## config.mk

```make
export PLATFORM = sky130hd
export DESIGN_NAME = dff_pipe
export DESIGN_NICKNAME = d
export VERILOG_FILES = /design/src/rtl/dff_pipe.sv
export SDC_FILE = /design/constraint.sdc
export NUM_CORES = 1
export LEC_CHECK = 0
export BUFFER_PORTS_ARGS = -buffer_cell sky130_fd_sc_hd__buf_2
export CAP_MARGIN = 20
export CORE_MARGIN = 5
export CORE_UTILIZATION = 59
export CTS_CLUSTER_DIAMETER = 200
export DETAILED_ROUTE_END_ITERATION = 16
export PLACE_DENSITY = 0.89
export SKIP_CTS_REPAIR_TIMING = 1
export SLEW_MARGIN = 20
export SYNTH_ARGS = -nofsm -noshare
export SYNTH_HDL_FRONTEND = slang
export SYNTH_SLANG_ARGS = --single-unit
```

## constraint.sdc

```tcl
create_clock -name clk -period 1.8 [get_ports clk]
set_input_delay 0.45 -clock clk [delete_from_list [all_inputs] [get_ports clk]]
set_output_delay 0.45 -clock clk [all_outputs]
set_load 0.03 [all_outputs]
```

## src/rtl/dff_pipe.sv

```systemverilog
// dff_pipe: enabled, flushable multi-stage register pipeline with valid flags.
//
// Each stage holds a WIDTH-bit data word and a valid bit. When en is high the
// pipe shifts one stage (stage 0 takes {d, d_vld}); when en is low everything
// holds. clr synchronously empties the pipe and wins over en. rst is
// asynchronous and active-low.
//
// Optional feature (macro DFF_PIPE_OCC_EN): adds the occ port, a registered
// count of valid stages.
//
// Parameters:
//   WIDTH  data width, 1..64
//   DEPTH  number of stages, 1..32 (1 = a single enabled flop)
// Ports:
//   clk    clock, rising edge
//   rst    asynchronous reset, active-low
//   en     advance enable
//   clr    synchronous flush
//   d      data into stage 0
//   d_vld  valid qualifier for d
//   q      data of the last stage
//   q_vld  valid flag of the last stage
//   occ    number of valid stages (only with DFF_PIPE_OCC_EN)
module dff_pipe #(
  parameter int unsigned WIDTH = 8,
  parameter int unsigned DEPTH = 4
) (
  input  logic             clk,
  input  logic             rst,
  input  logic             en,
  input  logic             clr,
  input  logic [WIDTH-1:0] d,
  input  logic             d_vld,
  output logic [WIDTH-1:0] q,
  output logic             q_vld
`ifdef DFF_PIPE_OCC_EN
  ,
  output logic [$clog2(DEPTH+1)-1:0] occ
`endif
);

  // Stage storage: index 0 is the input stage, DEPTH-1 drives the outputs.
  logic [WIDTH-1:0] data_q [DEPTH];
  logic [DEPTH-1:0] vld_q;

  // Stage 0 capture.
  always_ff @(posedge clk or negedge rst) begin
    if (!rst) begin
      data_q[0] <= '0;
      vld_q[0]  <= 1'b0;
    end else if (clr) begin
      data_q[0] <= '0;
      vld_q[0]  <= 1'b0;
    end else if (en) begin
      data_q[0] <= d;
      vld_q[0]  <= d_vld;
    end
  end

  // Stages 1..DEPTH-1 shift from their predecessor; absent when DEPTH is 1.
  for (genvar gi = 1; gi < DEPTH; gi++) begin : g_stage
    always_ff @(posedge clk or negedge rst) begin
      if (!rst) begin
        data_q[gi] <= '0;
        vld_q[gi]  <= 1'b0;
      end else if (clr) begin
        data_q[gi] <= '0;
        vld_q[gi]  <= 1'b0;
      end else if (en) begin
        data_q[gi] <= data_q[gi-1];
        vld_q[gi]  <= vld_q[gi-1];
      end
    end
  end

  // Outputs come straight from the last stage's flops.
  assign q     = data_q[DEPTH-1];
  assign q_vld = vld_q[DEPTH-1];

`ifdef DFF_PIPE_OCC_EN
  localparam int unsigned OCC_W = $clog2(DEPTH + 1);

  logic [OCC_W-1:0] occ_q;

  // One sample enters and one leaves per shift, so the net change is
  // d_vld minus the valid bit being pushed out of the last stage.
  always_ff @(posedge clk or negedge rst) begin
    if (!rst) begin
      occ_q <= '0;
    end else if (clr) begin
      occ_q <= '0;
    end else if (en) begin
      occ_q <= occ_q + OCC_W'(d_vld) - OCC_W'(vld_q[DEPTH-1]);
    end
  end

  assign occ = occ_q;
`endif

endmodule

```

=== Yosys cells after proc, flatten, opt, wreduce, memory -nomap -nowiden ===
Cells that the tools add are included.

* Register bits: 36
* Input port bits: 13
* Output and inout bits: 9
* Logic and storage cells: 25

* Multiplexer cells: 16
* Reductions and logical operators: 1

{| class="wikitable"
|+ Operators with widths
! kind !! number
|-
| 8-bit two-way mux || 8
|-
| 1-bit two-way mux || 8
|-
| 2-bit nonzero test || 1
|}

=== Logic depth before layout (Yosys ltp) ===
* Depth in word-level cells: 2
* Depth in mapped cells: 4
* Gate-level depth less buffers: 2

=== Worst setup path before layout ===
No wires, ideal clock.

* Path type: input to register
* From: in en
* To: reg vld_q[3], in the netlist q_vld
* Setup time: 121 ps
* Arrival: 953 ps
* Data required time: 1679 ps
* Slack: 726 ps
* Cell stages on the path: 4
* Buffers on the path: 2
* Cell sequence: buf_6 > buf_12 > mux2i_1 > nor2_1

* Cells in the longest elaborated chain, start to end: 1

{| class="wikitable"
|+ RTL lines
! what !! RTL line !! source
|-
| start: declaration || 30 || <nowiki>input logic en,</nowiki>
|-
| 2-bit nonzero test (no line) || - ||
|-
| end signal: indexed assignment || 71 || <nowiki>vld_q[gi] <= vld_q[gi-1];</nowiki>
|-
| end: declaration || 44 || <nowiki>logic [DEPTH-1:0] vld_q;</nowiki>
|}

No other way between the ends.
A chain may end at the register's enable or synchronous reset.

=== Worst setup path in the final report ===
* From: reg data_q, in the netlist q[3]
* To: out q[3]

{| class="wikitable"
|+ RTL lines
! what !! RTL line !! source
|-
| start: declaration || 43 || <nowiki>logic [WIDTH-1:0] data_q [DEPTH];</nowiki>
|-
| start signal: indexed assignment || 70 || <nowiki>data_q[gi] <= data_q[gi-1];</nowiki>
|-
| end: declaration || 34 || <nowiki>output logic [WIDTH-1:0] q,</nowiki>
|}

No word-level cell between the ends.

==> out/qor.log <==
qor: clock_tree.cts_sinks 36
qor: floorplanning.die_area 3740 um2
qor: floorplanning.ioPinCount 22
qor: place.numPortBuffers 21
qor: place.post_dp_cell_area 1570 um2
qor: final_layout.layout-area-overhead-vs-synth 3.72%
qor: worst_setup_path.r2r_slack 1.03 ns
qor: power.power_report.internal_total 1.01 mW
qor: clock_tree.cts-root-to-sink-buffers 2
qor: yosys.postSynthCellCount 124
qor: timing.slew_headroom 60.8%
qor: power.p_per_area 823 nW/um2
qor: power.power.ir.vdd_worst 0.690 mV
qor: power.comb_power_share 8.7%
qor: grt.number_of_global_route_vias_before_repair 918
qor: clock_tree.cts_tree built
qor: final_layout.final_net_count 151
qor: routing.avgRoutedWirePerCell 14.5 um
qor: power.p_sw_share 23.6%
qor: grt.grt_antenna_before_repair 0
qor: yosys.number_of_enable_flip_flop_cells_after_synthesis 0
qor: worst_setup_path.critical_path_start_end_classification register to primary output
qor: clock_tree.clkLatencyLatePin 0.33 ns
qor: yosys.ys_types 8
qor: yosys.post_synth_top_area_share 58.3%
qor: timing.min_period_over_period 75.4%
qor: status.status complete, no violations
qor: timing.worst-slew-pin-transition 0.588 ns
qor: timing.timing.final.hold_violations 0
qor: yosys.synth.cells.most_frequent 36 x dfrtp_1, 36 x mux2i_1, 36 x nor2_1
qor: yosys.synthFlopType dfrtp_1
qor: place.place_ws 0.524 ns
qor: hold_path.worst_hold_path_class input port to async pin
qor: worst_setup_path.worst_path_max_delay_cell dfrtp_1
qor: floorplanning.floorplan.initialDensity 61.9%
qor: yosys.top_post_synthesis_cells_by_area dfrtp_1 58%, mux2i_1 23%, nor2_1 8.7%
qor: grt.grt_pass1_wl 4170 um
qor: timing.rsz0062_at_grt false
qor: yosys.mappedNetlistArea 1550 um2
qor: worst_setup_path.critical_path.endpoint_type primary output
qor: routing.dr.pass1.iters 4
qor: timing.drv_slew 0
qor: grt.overall_track_demand_over_capacity_in_global_routing 16.0%
qor: worst_setup_path.critPathBufInv 1
qor: yosys.synth_seq_cells 36
qor: worst_setup_path.critPathMaxFanout 2
qor: run.cap_viol_max_count 0
qor: timing.layout_min_cycle_time 1.36 ns
qor: yosys.dominant_cell_type_by_area_after_synthesis dfrtp_1
qor: clock_tree.htree_num_levels 2
qor: yosys.synth_fp_nets 137
qor: timing.setup-tns-final 0 ns
qor: place.detailed_place_hpwl 1710 um
qor: yosys.register_area_share_after_synthesis 58.3%
qor: timing.finalSetupViolCount 0
qor: grt.grt_remaining_overflow 0
qor: floorplanning.die_y 61.2 um
qor: power.leakage 0.896 nW
qor: worst_setup_path.worst_setup_path_start_kind register
qor: clock_tree.cts-buffers-inserted 5
qor: final_layout.share_of_final_layout_standard_cells_stronger_than_drive_strength_1 20.6%
qor: floorplanning.design.core.area 2500 um2
qor: routing.routed_wirelength 2410 um
qor: routing.drt_via_density 5.19
qor: yosys.postSynthAreaPerCell 12.5 um2
qor: clock_tree.clockRootBuffer clkbuf_4
qor: routing.drtAntennaViolNets 0
qor: grt.grt_start_max_net_pins 37
qor: timing.holdWs 0.136 ns
qor: routing.dr.first_iter.drc_count 15
qor: timing.maximum_achievable_frequency 0.737 GHz
qor: floorplanning.die_width 61.2 um
qor: routing.drt_drc_violations_left 0
qor: power.share_clk_of_total_power 27.4%
qor: timing.timing.final.ws_setup 0.443 ns
qor: power.share_seq_of_total_power 63.9%
qor: final_layout.ant_diodes 0
qor: clock_tree.clock_transition_at_the_register_clock_pins_on_the_worst_setup_and_hold_paths_after_cts 0.09 ns
qor: floorplanning.placementRows 18
qor: timing.final.setup_skew 0.00293 ns
qor: worst_setup_path.worst_ep_arrival_time 0.91 ns
qor: routing.detailroute.via_count 861
qor: final_layout.layout.cell_area.non_filler 1600 um2
qor: worst_setup_path.critical_path_required_time 1.35 ns
qor: place.finalWeightedCongestion 0.714
qor: worst_setup_path.slowest_delay 0.40 ns
qor: yosys.yosys_warnings 0
qor: power.switchingPower 312 uW
qor: worst_setup_path.critical-path-top-delay-family flip-flops
qor: yosys.synth-async-reset-ratio 100%
qor: worst_setup_path.crit_chain buf_2
## per-layer routing
metal / part of all wire (%) / GRT usage, % / wire, um
met1: 40 / 17.9 / 971
met4: 1.6 / 6.81 / 38
met2: 52 / 26.4 / 1270
met3: 5.6 / 7.13 / 136
met5: 0 / 0 / 0
## stage by stage
stage / utilization (%) / cells / total power, mW
after floorplan: - / 124 / 0.947
after global placement: 62.7 / 161 / 0.969
after detailed placement: 62.7 / 161 / 0.977
after CTS: 64.2 / 166 / 1.34
after global routing: 64.2 / 166 / 1.39
final: 64.2 / 166 / 1.32
## placed cells by master, fill, tap and decap left out
cell	n
buf_12	1
buf_4	1
clkbuf_4	5
buf_2	21
nor2_1	36
mux2i_1	36
dfrtp_1	36
## registers in the layout, summed over array words and instances (netlist names)
name    flops
data_q     24
q_vld       1
q           8
vld_q       3
## power groups by stage
stage	sequential, mW	combinational, mW	clock (mW)
6_report	0.843	0.115	0.362
5_1_grt	0.847	0.128	0.418
4_1_cts	0.844	0.118	0.377
3_5_place_dp	0.860	0.118	0
3_3_place_gp	0.857	0.112	0
2_1_floorplan	0.856	0.0913	0
## path summary, 6_finish.rpt
kind / from / endpoint / cells past startpoint
hold reg to reg: q[6] / q[6] / 2
setup / recovery: q[3] / q[3] / 1
setup reg to reg: vld_q[0] / vld_q[1] / 2
min in group clk: d[2] / data_q[26] / 3
hold / removal: rst / vld_q[1] / 2
max in group asynchronous: rst / data_q[8] / 2
## area by class of cell
| class | instances | area, um2 |
|---|---|---|
| Sequential cell | 36 | 901 |
| Multi-Input combinational cell | 72 | 495 |
| Tap cell | 30 | 37.5 |
| Clock buffer | 5 | 37.5 |
| Timing Repair Buffer | 23 | 133 |
| Fill cell | 205 | 896 |
## logic make-up (layout without fill, tap and decap cells)
family / Yosys count / in the layout / share of synthesized area [%]
multiplexers: 36 / 36 / 23.3
flip-flops: 36 / 36 / 58.3
AND/OR/NAND/NOR: 36 / 36 / 8.74
buffers and inverters: 16 / 28 / 9.71
(Power assumes the default switching activity.)
